**src/rtl/sw_led_panel.sv**
```systemverilog
// Switch-to-LED front panel: per-bit synchroniser, debouncer and rise detector driving LEDs in
// direct, toggle, chase or blink mode. Define SW_LED_BLINK_EN to add the blink phase for mode 11.
module sw_led_panel #(
    parameter int WIDTH      = 16,
    parameter int DEB_CYCLES = 1000,
    parameter int TICK_DIV   = 24
) (
    input  logic             clk,
    input  logic             rst,
    input  logic [WIDTH-1:0] sw,
    input  logic [1:0]       mode,
    output logic [WIDTH-1:0] led,
    output logic [WIDTH-1:0] sw_stable,
    output logic [WIDTH-1:0] sw_rise
);

    localparam int CW = $clog2(DEB_CYCLES + 1);
    localparam logic [CW-1:0] DEB_LAST = CW'(DEB_CYCLES - 1);

    logic [WIDTH-1:0]    sync1_r;
    logic [WIDTH-1:0]    sync2_r;
    logic [WIDTH-1:0]    stable_r;
    logic [WIDTH-1:0]    stable_d_r;
    logic [WIDTH-1:0]    rise_r;
    logic [WIDTH-1:0]    tgl_r;
    logic [WIDTH-1:0]    chase_r;
    logic [WIDTH-1:0]    led_r;
    logic [CW-1:0]       cnt_r [WIDTH];
    logic [TICK_DIV-1:0] div_r;
    logic                tick_s;

    // Index arithmetic keeps the rotations legal for WIDTH == 1.
    function automatic logic [WIDTH-1:0] rot_left(input logic [WIDTH-1:0] v);
        logic [WIDTH-1:0] r;
        for (int i = 0; i < WIDTH; i++) r[i] = v[(i + WIDTH - 1) % WIDTH];
        return r;
    endfunction

    function automatic logic [WIDTH-1:0] rot_right(input logic [WIDTH-1:0] v);
        logic [WIDTH-1:0] r;
        for (int i = 0; i < WIDTH; i++) r[i] = v[(i + 1) % WIDTH];
        return r;
    endfunction

    assign tick_s = (div_r == {TICK_DIV{1'b1}});

    // Two-flop synchroniser for the raw switch pins.
    always_ff @(posedge clk or posedge rst) begin
        if (rst) begin
            sync1_r <= '0;
            sync2_r <= '0;
        end else begin
            sync1_r <= sw;
            sync2_r <= sync1_r;
        end
    end

    // Debounce: a change is accepted only after DEB_CYCLES consecutive mismatching samples.
    always_ff @(posedge clk or posedge rst) begin
        if (rst) begin
            stable_r <= '0;
            for (int i = 0; i < WIDTH; i++) cnt_r[i] <= '0;
        end else begin
            for (int i = 0; i < WIDTH; i++) begin
                if (sync2_r[i] == stable_r[i]) begin
                    cnt_r[i] <= '0;
                end else if (cnt_r[i] == DEB_LAST) begin
                    stable_r[i] <= sync2_r[i];
                    cnt_r[i]    <= '0;
                end else begin
                    cnt_r[i] <= cnt_r[i] + CW'(1);
                end
            end
        end
    end

    // Rise detect on the debounced state, then fold rises into the toggle latch.
    always_ff @(posedge clk or posedge rst) begin
        if (rst) begin
            stable_d_r <= '0;
            rise_r     <= '0;
            tgl_r      <= '0;
        end else begin
            stable_d_r <= stable_r;
            rise_r     <= stable_r & ~stable_d_r;
            tgl_r      <= tgl_r ^ rise_r;
        end
    end

    // Free-running divider and the chase pattern it steps; direction follows sw_stable[0].
    always_ff @(posedge clk or posedge rst) begin
        if (rst) begin
            div_r   <= '0;
            chase_r <= WIDTH'(1);
        end else begin
            div_r <= div_r + TICK_DIV'(1);
            if (tick_s) begin
                chase_r <= stable_r[0] ? rot_right(chase_r) : rot_left(chase_r);
            end else begin
                chase_r <= chase_r;
            end
        end
    end

`ifdef SW_LED_BLINK_EN
    logic phase_r;

    // Blink phase flips on every divider tick.
    always_ff @(posedge clk or posedge rst) begin
        if (rst) begin
            phase_r <= 1'b0;
        end else if (tick_s) begin
            phase_r <= ~phase_r;
        end else begin
            phase_r <= phase_r;
        end
    end
`endif

    // LED source select, one cycle behind the selected source.
    always_ff @(posedge clk or posedge rst) begin
        if (rst) begin
            led_r <= '0;
        end else begin
            case (mode)
                2'b00:   led_r <= stable_r;
                2'b01:   led_r <= tgl_r;
                2'b10:   led_r <= chase_r;
`ifdef SW_LED_BLINK_EN
                2'b11:   led_r <= stable_r & {WIDTH{phase_r}};
`else
                2'b11:   led_r <= stable_r;
`endif
                default: led_r <= stable_r;
            endcase
        end
    end

    assign led       = led_r;
    assign sw_stable = stable_r;
    assign sw_rise   = rise_r;

endmodule

```
**config.mk**
```make
export PLATFORM = sky130hd
export DESIGN_NAME = sw_led_panel
export DESIGN_NICKNAME = d
export VERILOG_FILES = /design/src/rtl/sw_led_panel.sv
export SDC_FILE = /design/constraint.sdc
export NUM_CORES = 1
export LEC_CHECK = 0
export BUFFER_PORTS_ARGS = -buffer_cell sky130_fd_sc_hd__buf_4
export CORE_MARGIN = 2
export CORE_UTILIZATION = 29
export DETAILED_ROUTE_END_ITERATION = 8
export GPL_ROUTABILITY_DRIVEN = 0
export SLEW_MARGIN = 5
export SYNTH_ARGS = -nofsm -noshare
export SYNTH_HDL_FRONTEND = slang
export SYNTH_SLANG_ARGS = --single-unit
```
**constraint.sdc**
```tcl
create_clock -name clk -period 16.8 [get_ports clk]
set_input_delay 0.84 -clock clk [delete_from_list [all_inputs] [get_ports clk]]
set_output_delay 0.84 -clock clk [all_outputs]
set_load 0.02 [all_outputs]
```
==> flow_summary.toml <==
[routing]
firstDrtPassIters = 4
remaining_drc_errors = 0
vias = 7865
viasPerCell = 4.324
routedWlPerCell_um = 12.90
wl_mm = 23.46
final_antenna_net_count = 0
initialDrtViolationCount = 457

[synthesis]
netlist_instances = 1106
syn-cell-area_sq_um = 12850
synth_top_flop_cell = "dfrtp_1"
synthTopCellsByArea = "dfrtp_1 (61%), xnor2_1 (7.5%), xor2_1 (4.9%)"
async_flop_share_pct = 100.0
synth.distinct_cells = 28
post_synth.cell_area_avg_sq_um = 11.62
yosysSeqAreaShare_pct = 60.76
post-synth-top-count-cell = "dfrtp_1"
synth_common_cells = "dfrtp_1 (311), nor2_1 (164), xnor2_1 (110)"
synth_edf_count = 0
syn_nets = 1145
synth_top_cell_area_share_pct = 60.55
ys_ff_latch = 312
synth_warnings = 0
synth_top_cell_by_area = "dfrtp_1"

[sta]
finalCritPeriodShare_pct = 15.10
fmax_mhz = 394.1
hold_violations = 0
maxSlewViolCount = 0
finalSetupTns_ns = 0
worstMarginPinSlew_ns = 1.148
rsz0062_at_grt = "false"
skew_ns = 0.008362
maxSlewHeadroom_pct = 23.45
fin_ws_ns = 14.26
min_period_ns = 2.538
setup_viol = 0

[floorplan]
fp.dieW_um = 214.5
die_area_sq_um = 46020
start_util_pct = 29.19
die_y_um = 214.5
io_pins = 68
coreArea_sq_um = 44030
fp-row-count = 77

[place]
dp_slack_ns = 14.19
portBuffers = 67
dpl.hpwl_mm = 15.58

[clock_network]
cts_tree = "done"
clk_pin_slew_ns = 0.06
ctsLongestPathBuffers = 3
clock_sinks = 312
cts_hold_buf = 0
cts_buffers = 35
post_cts_buffers = 0
cts_root_buffer = "clkbuf_16"
post_cts_resized = 0
htree_num_levels = 2
clk_latency_ns = 0.52

[power_and_ir_drop]
p_leak_nw = 6.965
power.density_nw_per_um2 = 103.8
irDropWorstVdd_uv = 62.79
total_power_mw = 1.583

[setup_path]
ff2ff_path_depth = 5
crit_family = "flip-flops"
r2r-start = "div_r[0]$_DFF_PP0_"
cp_slowest_cell = "dfrtp_1"
cp.required_ns = 15.96
cp.arrival_ns = 1.70
r2r_end = "chase_r[2]$_DFFE_PP0N_"
startpoint_type = "register"
end_kind = "output pin"
cp_slowest_stage_delay_ns = 0.90
path_class = "register to output pin"
r2r_slack_ns = 14.71
crit_fanout = 22
cp-startpoint = "sw_stable[0]$_DFFE_PP0P_"
crit_buf_inv = 1
crit_chain = "buf_4"

[layout]
layout-drive-gt1-share_pct = 14.51
post-route-util_pct = 34.63
final_nets = 1240
antenna_cells = 0
synthToLayoutAreaGrowth_pct = 18.63

[hold_path]
whs_path_depth = 0
hold_path.startpoint = "sync1_r[3]$_DFF_PP0_"
hold_path_class = "register to register"
holdPathEnd = "sync2_r[3]$_DFF_PP0_"

[global_route]
grt_usage_pct = 10.50
grt_pass1_vias = 8000
antenna_found_initial = 0
grt_start_max_net_pins = 191
grt.overflow.total = 0
grt_pass1_wl_mm = 39.93

[run]
max_cap_violations = 0

[run_status]
outcome = "finished, final reports clean"
## kinds of logic after synthesis
family,share of synthesized area [%]
flops,60.76
simple gates,17.97
buf+inv,0.9638
xor+xnor,12.40
fa+ha+maj,1.850
mux,4.498
compound gates,1.558
## layout by cell type (no fill, tap or decap), types with 16 or more instances in the layout
cell	count
dfrtp_1	311
and3_1	18
nand4_1	37
mux2_2	38
nand2_1	103
o21ai_0	16
nand3_1	39
inv_1	20
a22oi_1	16
xnor2_1	110
nand2b_1	16
buf_4	67
and2_1	17
nor2_1	164
nor3_1	49
nor2b_1	16
ha_1	19
or4_1	16
xor2_1	72
clkbuf_16	37
## layout make-up
cell class	count	area (sq um)
tap	592	740.7
clock buffer	49	1021
inverter	21	86.33
fill	4392	28780
timing repair buffer	68	523.0
multi-input combinational	763	4920
clock inverter	14	147.6
sequential	312	7809
## power by group
| part | internal (mW) | total [mW] | switching, mW |
|---|---|---|---|
| registers | 0.765 | 0.774 | 0.00934 |
| clock network | 0.459 | 0.763 | 0.304 |
| logic | 0.0146 | 0.0459 | 0.0313 |
| total | 1.24 | 1.58 | 0.344 |
## worst max path at each step
stage / to / depth (start not counted) / slack (ns)
after detailed placement: cnt_r[44]$_DFF_PP0_ / 3 / 14.19
after CTS: sw_stable[0] / 1 / 14.24
after floorplan: chase_r[10]$_DFFE_PP0N_ / 1 / 7.33
final: sw_stable[0] / 1 / 14.26
after global placement: cnt_r[44]$_DFF_PP0_ / 3 / 14.19
after global routing: sw_stable[0] / 1 / 14.18
## state kept, by name (all words and copies together) (netlist names)
register / cells
sync2_r: 16
sw_rise: 16
chase_r: 16
div_r: 24
led: 16
stable_d_r: 16
sync1_r: 16
cnt_r: 160
tgl_r: 16
sw_stable: 16
## per-layer routing
metal  track usage (%)  part of all wire, %  vias to the layer above
met5                 0                    0                        -
met4             4.144                  3.1                        0
met3             2.298                  4.1                       44
met2             16.92                   45                       98
met1             13.80                   47                     3838
li1                  -                    -                     3885
## stage by stage
step | hold WS, ns | instances | cell area (sq um)
detailed placement | 0.3347 | 1756 | 14080
global route | 0.3505 | 1819 | 15250
floorplan | 0.3312 | 1106 | 12850
CTS | 0.3485 | 1819 | 15250
global placement | 0.3372 | 1756 | 14080
finish | 0.3472 | 1819 | 15250
No activity file was read; power rests on OpenSTA's default activity.
